File: src/rtl/midi_parser.sv
// midi_parser: turns the MIDI UART receive byte stream into complete
// channel, system-common and realtime messages. Each message is packed into
// one 32-bit word and queued in a FIFO that the CPU reads through reg_q.
//
// Ports
//   clk, rst   system clock, synchronous active-high reset
//   din        received MIDI byte
//   din_valid  one-cycle strobe qualifying din
//   reg_re     one-cycle read strobe; pops the FIFO head
//   reg_q      {ovf, 5'b0, len, status, data1, data2}, or {ovf, 31'b0} when empty
//   empty      FIFO holds no messages
//   irq        level interrupt, equal to !empty
module midi_parser #(
    parameter int DEPTH = 16
) (
    input  logic        clk,
    input  logic        rst,
    input  logic [7:0]  din,
    input  logic        din_valid,
    input  logic        reg_re,
    output logic [31:0] reg_q,
    output logic        empty,
    output logic        irq
);
    localparam int AW = $clog2(DEPTH);

    typedef enum logic [1:0] {NONE, WAIT1, WAIT2, SYSEX} state_t;

    // Parser state
    state_t     state, state_n;
    logic [7:0] st, st_n;       // status byte of the message being assembled
    logic       need2, need2_n; // message takes two data bytes
    logic [7:0] d1, d1_n;       // first data byte, held while waiting for the second
    logic [7:0] rs, rs_n;       // running status byte
    logic       rs_vld, rs_vld_n;

    // Message completed this cycle: {len, status, data1, data2}
    logic        push;
    logic [25:0] push_word;

    // Cx and Dx carry one data byte; every other channel message carries two.
    function automatic logic chan_two(input logic [7:0] b);
        return b[6:5] != 2'b10;
    endfunction

    always_comb begin
        state_n   = state;
        st_n      = st;
        need2_n   = need2;
        d1_n      = d1;
        rs_n      = rs;
        rs_vld_n  = rs_vld;
        push      = 1'b0;
        push_word = '0;
        if (din_valid) begin
            if (din >= 8'hF8) begin
                // Realtime bytes interleave with anything, including sysex.
                push      = 1'b1;
                push_word = {2'd0, din, 16'h0000};
            end else if (din[7]) begin
                if (din < 8'hF0) begin
                    state_n  = WAIT1;
                    st_n     = din;
                    need2_n  = chan_two(din);
                    rs_n     = din;
                    rs_vld_n = 1'b1;
                end else begin
                    case (din)
                        8'hF0: begin
                            state_n  = SYSEX;
                            rs_vld_n = 1'b0;
                        end
                        8'hF1, 8'hF2, 8'hF3: begin
                            state_n  = WAIT1;
                            st_n     = din;
                            need2_n  = (din == 8'hF2);
                            rs_vld_n = 1'b0;
                        end
                        8'hF6: begin
                            state_n   = NONE;
                            rs_vld_n  = 1'b0;
                            push      = 1'b1;
                            push_word = {2'd0, din, 16'h0000};
                        end
                        8'hF7: begin
                            // Ends sysex; elsewhere it carries nothing but still
                            // abandons a partial message.
                            state_n = NONE;
                        end
                        default: begin // F4, F5
                            state_n  = NONE;
                            rs_vld_n = 1'b0;
                        end
                    endcase
                end
            end else begin
                case (state)
                    NONE: begin
                        // Running status: behave as if rs had just arrived.
                        if (rs_vld) begin
                            st_n    = rs;
                            need2_n = chan_two(rs);
                            if (chan_two(rs)) begin
                                d1_n    = din;
                                state_n = WAIT2;
                            end else begin
                                push      = 1'b1;
                                push_word = {2'd1, rs, din, 8'h00};
                            end
                        end
                    end
                    WAIT1: begin
                        if (need2) begin
                            d1_n    = din;
                            state_n = WAIT2;
                        end else begin
                            push      = 1'b1;
                            push_word = {2'd1, st, din, 8'h00};
                            state_n   = NONE;
                        end
                    end
                    WAIT2: begin
                        push      = 1'b1;
                        push_word = {2'd2, st, d1, din};
                        state_n   = NONE;
                    end
                    default: ; // SYSEX: payload discarded
                endcase
            end
        end
    end

    always_ff @(posedge clk) begin
        if (rst) begin
            state  <= NONE;
            st     <= '0;
            need2  <= 1'b0;
            d1     <= '0;
            rs     <= '0;
            rs_vld <= 1'b0;
        end else begin
            state  <= state_n;
            st     <= st_n;
            need2  <= need2_n;
            d1     <= d1_n;
            rs     <= rs_n;
            rs_vld <= rs_vld_n;
        end
    end

    // FIFO
    logic [25:0]   mem [DEPTH];
    logic [AW-1:0] wr_ptr, rd_ptr;
    logic [AW:0]   count;
    logic          ovf;
    logic          full, pop, wr;

    assign empty = (count == '0);
    assign full  = (count == (AW+1)'(DEPTH));
    assign irq   = !empty;
    assign pop   = reg_re && !empty;
    // When full, a simultaneous pop frees the slot the push needs.
    assign wr    = push && (!full || pop);

    assign reg_q = empty ? {ovf, 31'b0} : {ovf, 5'b0, mem[rd_ptr]};

    always_ff @(posedge clk) begin
        if (wr)
            mem[wr_ptr] <= push_word;
    end

    always_ff @(posedge clk) begin
        if (rst) begin
            wr_ptr <= '0;
            rd_ptr <= '0;
            count  <= '0;
            ovf    <= 1'b0;
        end else begin
            if (wr)
                wr_ptr <= wr_ptr + 1'b1;
            if (pop)
                rd_ptr <= rd_ptr + 1'b1;
            count <= count + (AW+1)'(wr) - (AW+1)'(pop);
            // The read that observes ovf=1 is what clears it.
            if (reg_re)
                ovf <= 1'b0;
            else if (push && !wr)
                ovf <= 1'b1;
        end
    end
endmodule
File: config.mk
export PLATFORM = sky130hd
export DESIGN_NAME = midi_parser
export DESIGN_NICKNAME = d
export VERILOG_FILES = /design/src/rtl/midi_parser.sv
export SDC_FILE = /design/constraint.sdc
export NUM_CORES = 1
export LEC_CHECK = 0
export ABC_AREA = 0
export CAP_MARGIN = 5
export CORE_MARGIN = 2
export CORE_UTILIZATION = 40
export CTS_CLUSTER_SIZE = 16
export DETAILED_ROUTE_END_ITERATION = 7
export GPL_ROUTABILITY_DRIVEN = 1
export SYNTH_ARGS = -nofsm -noshare
export SYNTH_HDL_FRONTEND = slang
export SYNTH_SLANG_ARGS = --single-unit
File: constraint.sdc
create_clock -name clk -period 3.16 [get_ports clk]
set_input_delay 0.474 -clock clk [delete_from_list [all_inputs] [get_ports clk]]
set_output_delay 0.474 -clock clk [all_outputs]
set_load 0.01 [all_outputs]
==> metrics.csv <==
stage,metric,value,unit
timing,setup_viol,0,
clocking,clkTransAtPathRegs,0.06,ns
pwr,clkPwrFrac,34.9,%
layout,num_antenna_cells,0,
hold_path,holdCritPathClass,register to register,
layout,drive_gt1_share,26.96,%
clocking,htreeDepth,2,
pwr,p_comb_share,19.7,%
logic_synthesis,netlist_instances,890,
layout,stdcell_count,1574,
clocking,clkLatencyLatePin,0.57,ns
detailed_routing,first_iter_violations,730,
critical_path,crit_type,register to output port,
critical_path,required,2.69,ns
detailed_routing,via_per_inst,5.428,
clocking,cts_buffers,45,
logic_synthesis,yosys.area.top_type,edfxtp_1,
logic_synthesis,yosys_warnings,0,
placement,dp_hpwl,22.18,mm
critical_path,crit_path_start_kind,register,
timing,hold_viol,0,
floorplanning,initial_core_util,40.67,%
logic_synthesis,synth_top_area_share,67.28,%
clocking,cts-root-buf,clkbuf_16,
timing,timing.fmax,0.3246,GHz
detailed_routing,num_vias,8544,
timing,report.final.slew_viol_count,0,
outcome,outcome,finished clean,
pwr,p_sw_share,24.82,%
global_route,grt_max_degree,62,
pwr,p_int,10.39,mW
layout,final_util,47.89,%
floorplanning,io_pins,46,
global_route,grt_usage,17.37,%
hold_path,min_delay_path_depth,2,
run,maxCapViolCount,0,
timing,skew,0.02055,ns
pwr,power.density,684.6,nW/um^2
global_route,grt_first_pass_wirelength,56.30,mm
floorplanning,core,42130,sq um
pwr,ir_drop,0.4264,mV
floorplanning,die_area,44520,sq um
timing,slew_headroom,23.48,%
logic_synthesis,yosysSeqAreaShare,72.54,%
layout,layout.nets,1027,
logic_synthesis,synth-edff-count,384,
placement,gp_congestion,0.8073,
pwr,p_leak,7.053,nW
logic_synthesis,synth_common_cells,"384 x edfxtp_1, 96 x mux4_2, 68 x mux2i_1",
critical_path,cp-end-kind,output port,
floorplanning,fp.dieW,211.0,microns
timing,setup_tns,0,ns
global_route,antenna_found_initial,0,
detailed_routing,wl_per_cell,23.85,microns
layout,flow.area_growth_from_synthesis,17.73,%
logic_synthesis,synth_cell_types,55,
floorplanning,die_y,211.0,microns
timing,rsz0062_at_grt,no,
global_route,grt_overflow_total,0,
global_route,grt_pass1_vias,8724,
logic_synthesis,synth.most_common_cell,edfxtp_1,
critical_path,rr_worst_depth,14,
detailed_routing,firstDrtPassIters,4,
logic_synthesis,yosys-top-cells-area,"edfxtp_1 67%, mux4_2 13%, dfxtp_1 5.3%, mux2i_1 4.0%, nor2_1 1.0%",
pwr,totalPowerFinal,13.81,mW
logic_synthesis,synth-seq-cells,429,
placement,dp.cells,1490,
floorplanning,core.rowCount,75,
layout,final_area,20180,sq um
logic_synthesis,async_reset_ff_share,0,%
placement,placed_area,18680,sq um
timing,fin_crit_sh,97.48,%
clocking,cts_tree,yes,
logic_synthesis,ys.flop_type,edfxtp_1,
detailed_routing,remaining_drc_errors,0,
detailed_routing,final_antenna_net_count,0,
pwr,pwr-share-seq,45.4,%
placement,port-buffer-count,38,
logic_synthesis,synth_area_per_cell,19.26,sq um
timing,tightest_slew,1.144,ns
critical_path,critPathMaxFanout,4,
logic_synthesis,syn_area,17140,sq um
critical_path,arrival,2.61,ns
detailed_routing,totalWireLength,37.54,mm
clocking,clk_path_buf_depth,3,
layout,fillCellCount,3502,
clocking,cts.sinks,429,
timing,finalCriticalPeriod,3.081,ns
clocking,cts_hold_buffers,0,
pwr,switchingPower,3.428,mW
==> final cells by class <==
cell class                      count  area (sq um)  share of cell area, %
Clock inverter                     18         118.9                 0.5891
Multi-Input combinational cell    393          4473                  22.17
Tap cell                          539         674.4                  3.342
Clock buffer                       61          1207                  5.984
Sequential cell                   429         12440                  61.67
Inverter                           18         67.56                 0.3349
Timing Repair Buffer              116          1192                  5.910
==> logic make-up (layout without fill, tap and decap cells) <==
logic type      after synthesis  count (layout)  synth area share, %
flops                       429             429                72.54
simple gates                110             110                3.307
mux                         165             165                16.68
fa+ha+maj                    12              12               0.9199
buf+inv                      74             213                2.234
xor+xnor                      8               8               0.4089
other cells                   1               7              0.02188
compound gates               91              91                3.891
==> critical path: stages (launching register included) <==
cell and delay, ns:
dfxtp_4 0.41, buf_4 0.17, buf_4 0.16, mux4_2 0.51
mux2i_2 0.32, o22ai_2 0.15, dlygate4sd2_1 0.31
==> layout by cell type (no fill, tap or decap), drive strengths merged, types with 4 or more instances in the layout <==
cell type | Yosys | final
and3 | 15 | 15
clkdlybuf4s50 | 0 | 14
edfxtp | 384 | 384
conb | 1 | 7
a211oi | 10 | 10
inv | 18 | 18
nor2 | 49 | 49
o21a | 4 | 4
a21oi | 11 | 11
buf | 36 | 76
o21ai | 14 | 14
nand2 | 10 | 10
mux2i | 68 | 68
clkbuf | 20 | 61
xor2 | 5 | 5
a22oi | 6 | 6
o211a | 4 | 4
and2 | 7 | 7
dlygate4sd2 | 0 | 24
mux4 | 96 | 96
clkinv | 0 | 16
nand4 | 5 | 5
nor2b | 9 | 9
ha | 11 | 11
dfxtp | 45 | 45
a22o | 7 | 7
o22ai | 24 | 24
==> stage by stage <==
stage | setup slack, ns | hold slack, ns
after floorplan | 0.3014 | 0.4641
after global placement | 0.06681 | 0.4783
after detailed placement | 0.04665 | 0.4882
after CTS | 0.04832 | 0.5002
after global routing | 0.01342 | 0.5246
final | 0.07950 | 0.5002
==> per-layer routing <==
| layer | wire length, microns | global-route usage (%) | vias to the layer above | part of all wire, % |
|---|---|---|---|---|
| li1 | - | - | 3832 | - |
| met1 | 17050 | 24.68 | 4472 | 45 |
| met2 | 17980 | 27.95 | 198 | 48 |
| met3 | 1958 | 3.464 | 42 | 5.2 |
| met4 | 556 | 3.715 | 0 | 1.5 |
| met5 | 0 | 0 | - | 0 |
==> registers in the layout, summed over array words and instances, names as in the netlist, named ones only <==
name,cells
wr_ptr,4
mem,384
ovf,1
count,5
rs_vld,1
need2,1
rd_ptr,4
st,8
rs,8
d1,7
state,2
==> repair_timing <==
action,in CTS,in global routing
buffers inserted,3,0
gates cloned,2,0
gates resized for setup,44,1
setup endpoints to repair,24,1
pin swaps,0,0
==> path summary, 6_finish.rpt <==
path	from	to	slack, ns
max	register	reg_q[1]	0.08
min	st[0]	st[0]	0.50
min reg2reg	st[0]	st[0]	0.50
max reg2reg	state[1]	count[4]	0.55
==> power by group through the flow <==
stage,Clock [mW],Sequential (mW),Combinational (mW)
after floorplan,0,6.37,2.00
after global placement,0,6.40,2.59
after detailed placement,0,6.40,2.60
after CTS,4.93,6.28,2.77
after global routing,5.17,6.28,2.94
final,4.82,6.28,2.72
Power figures use the tool's default switching activity.
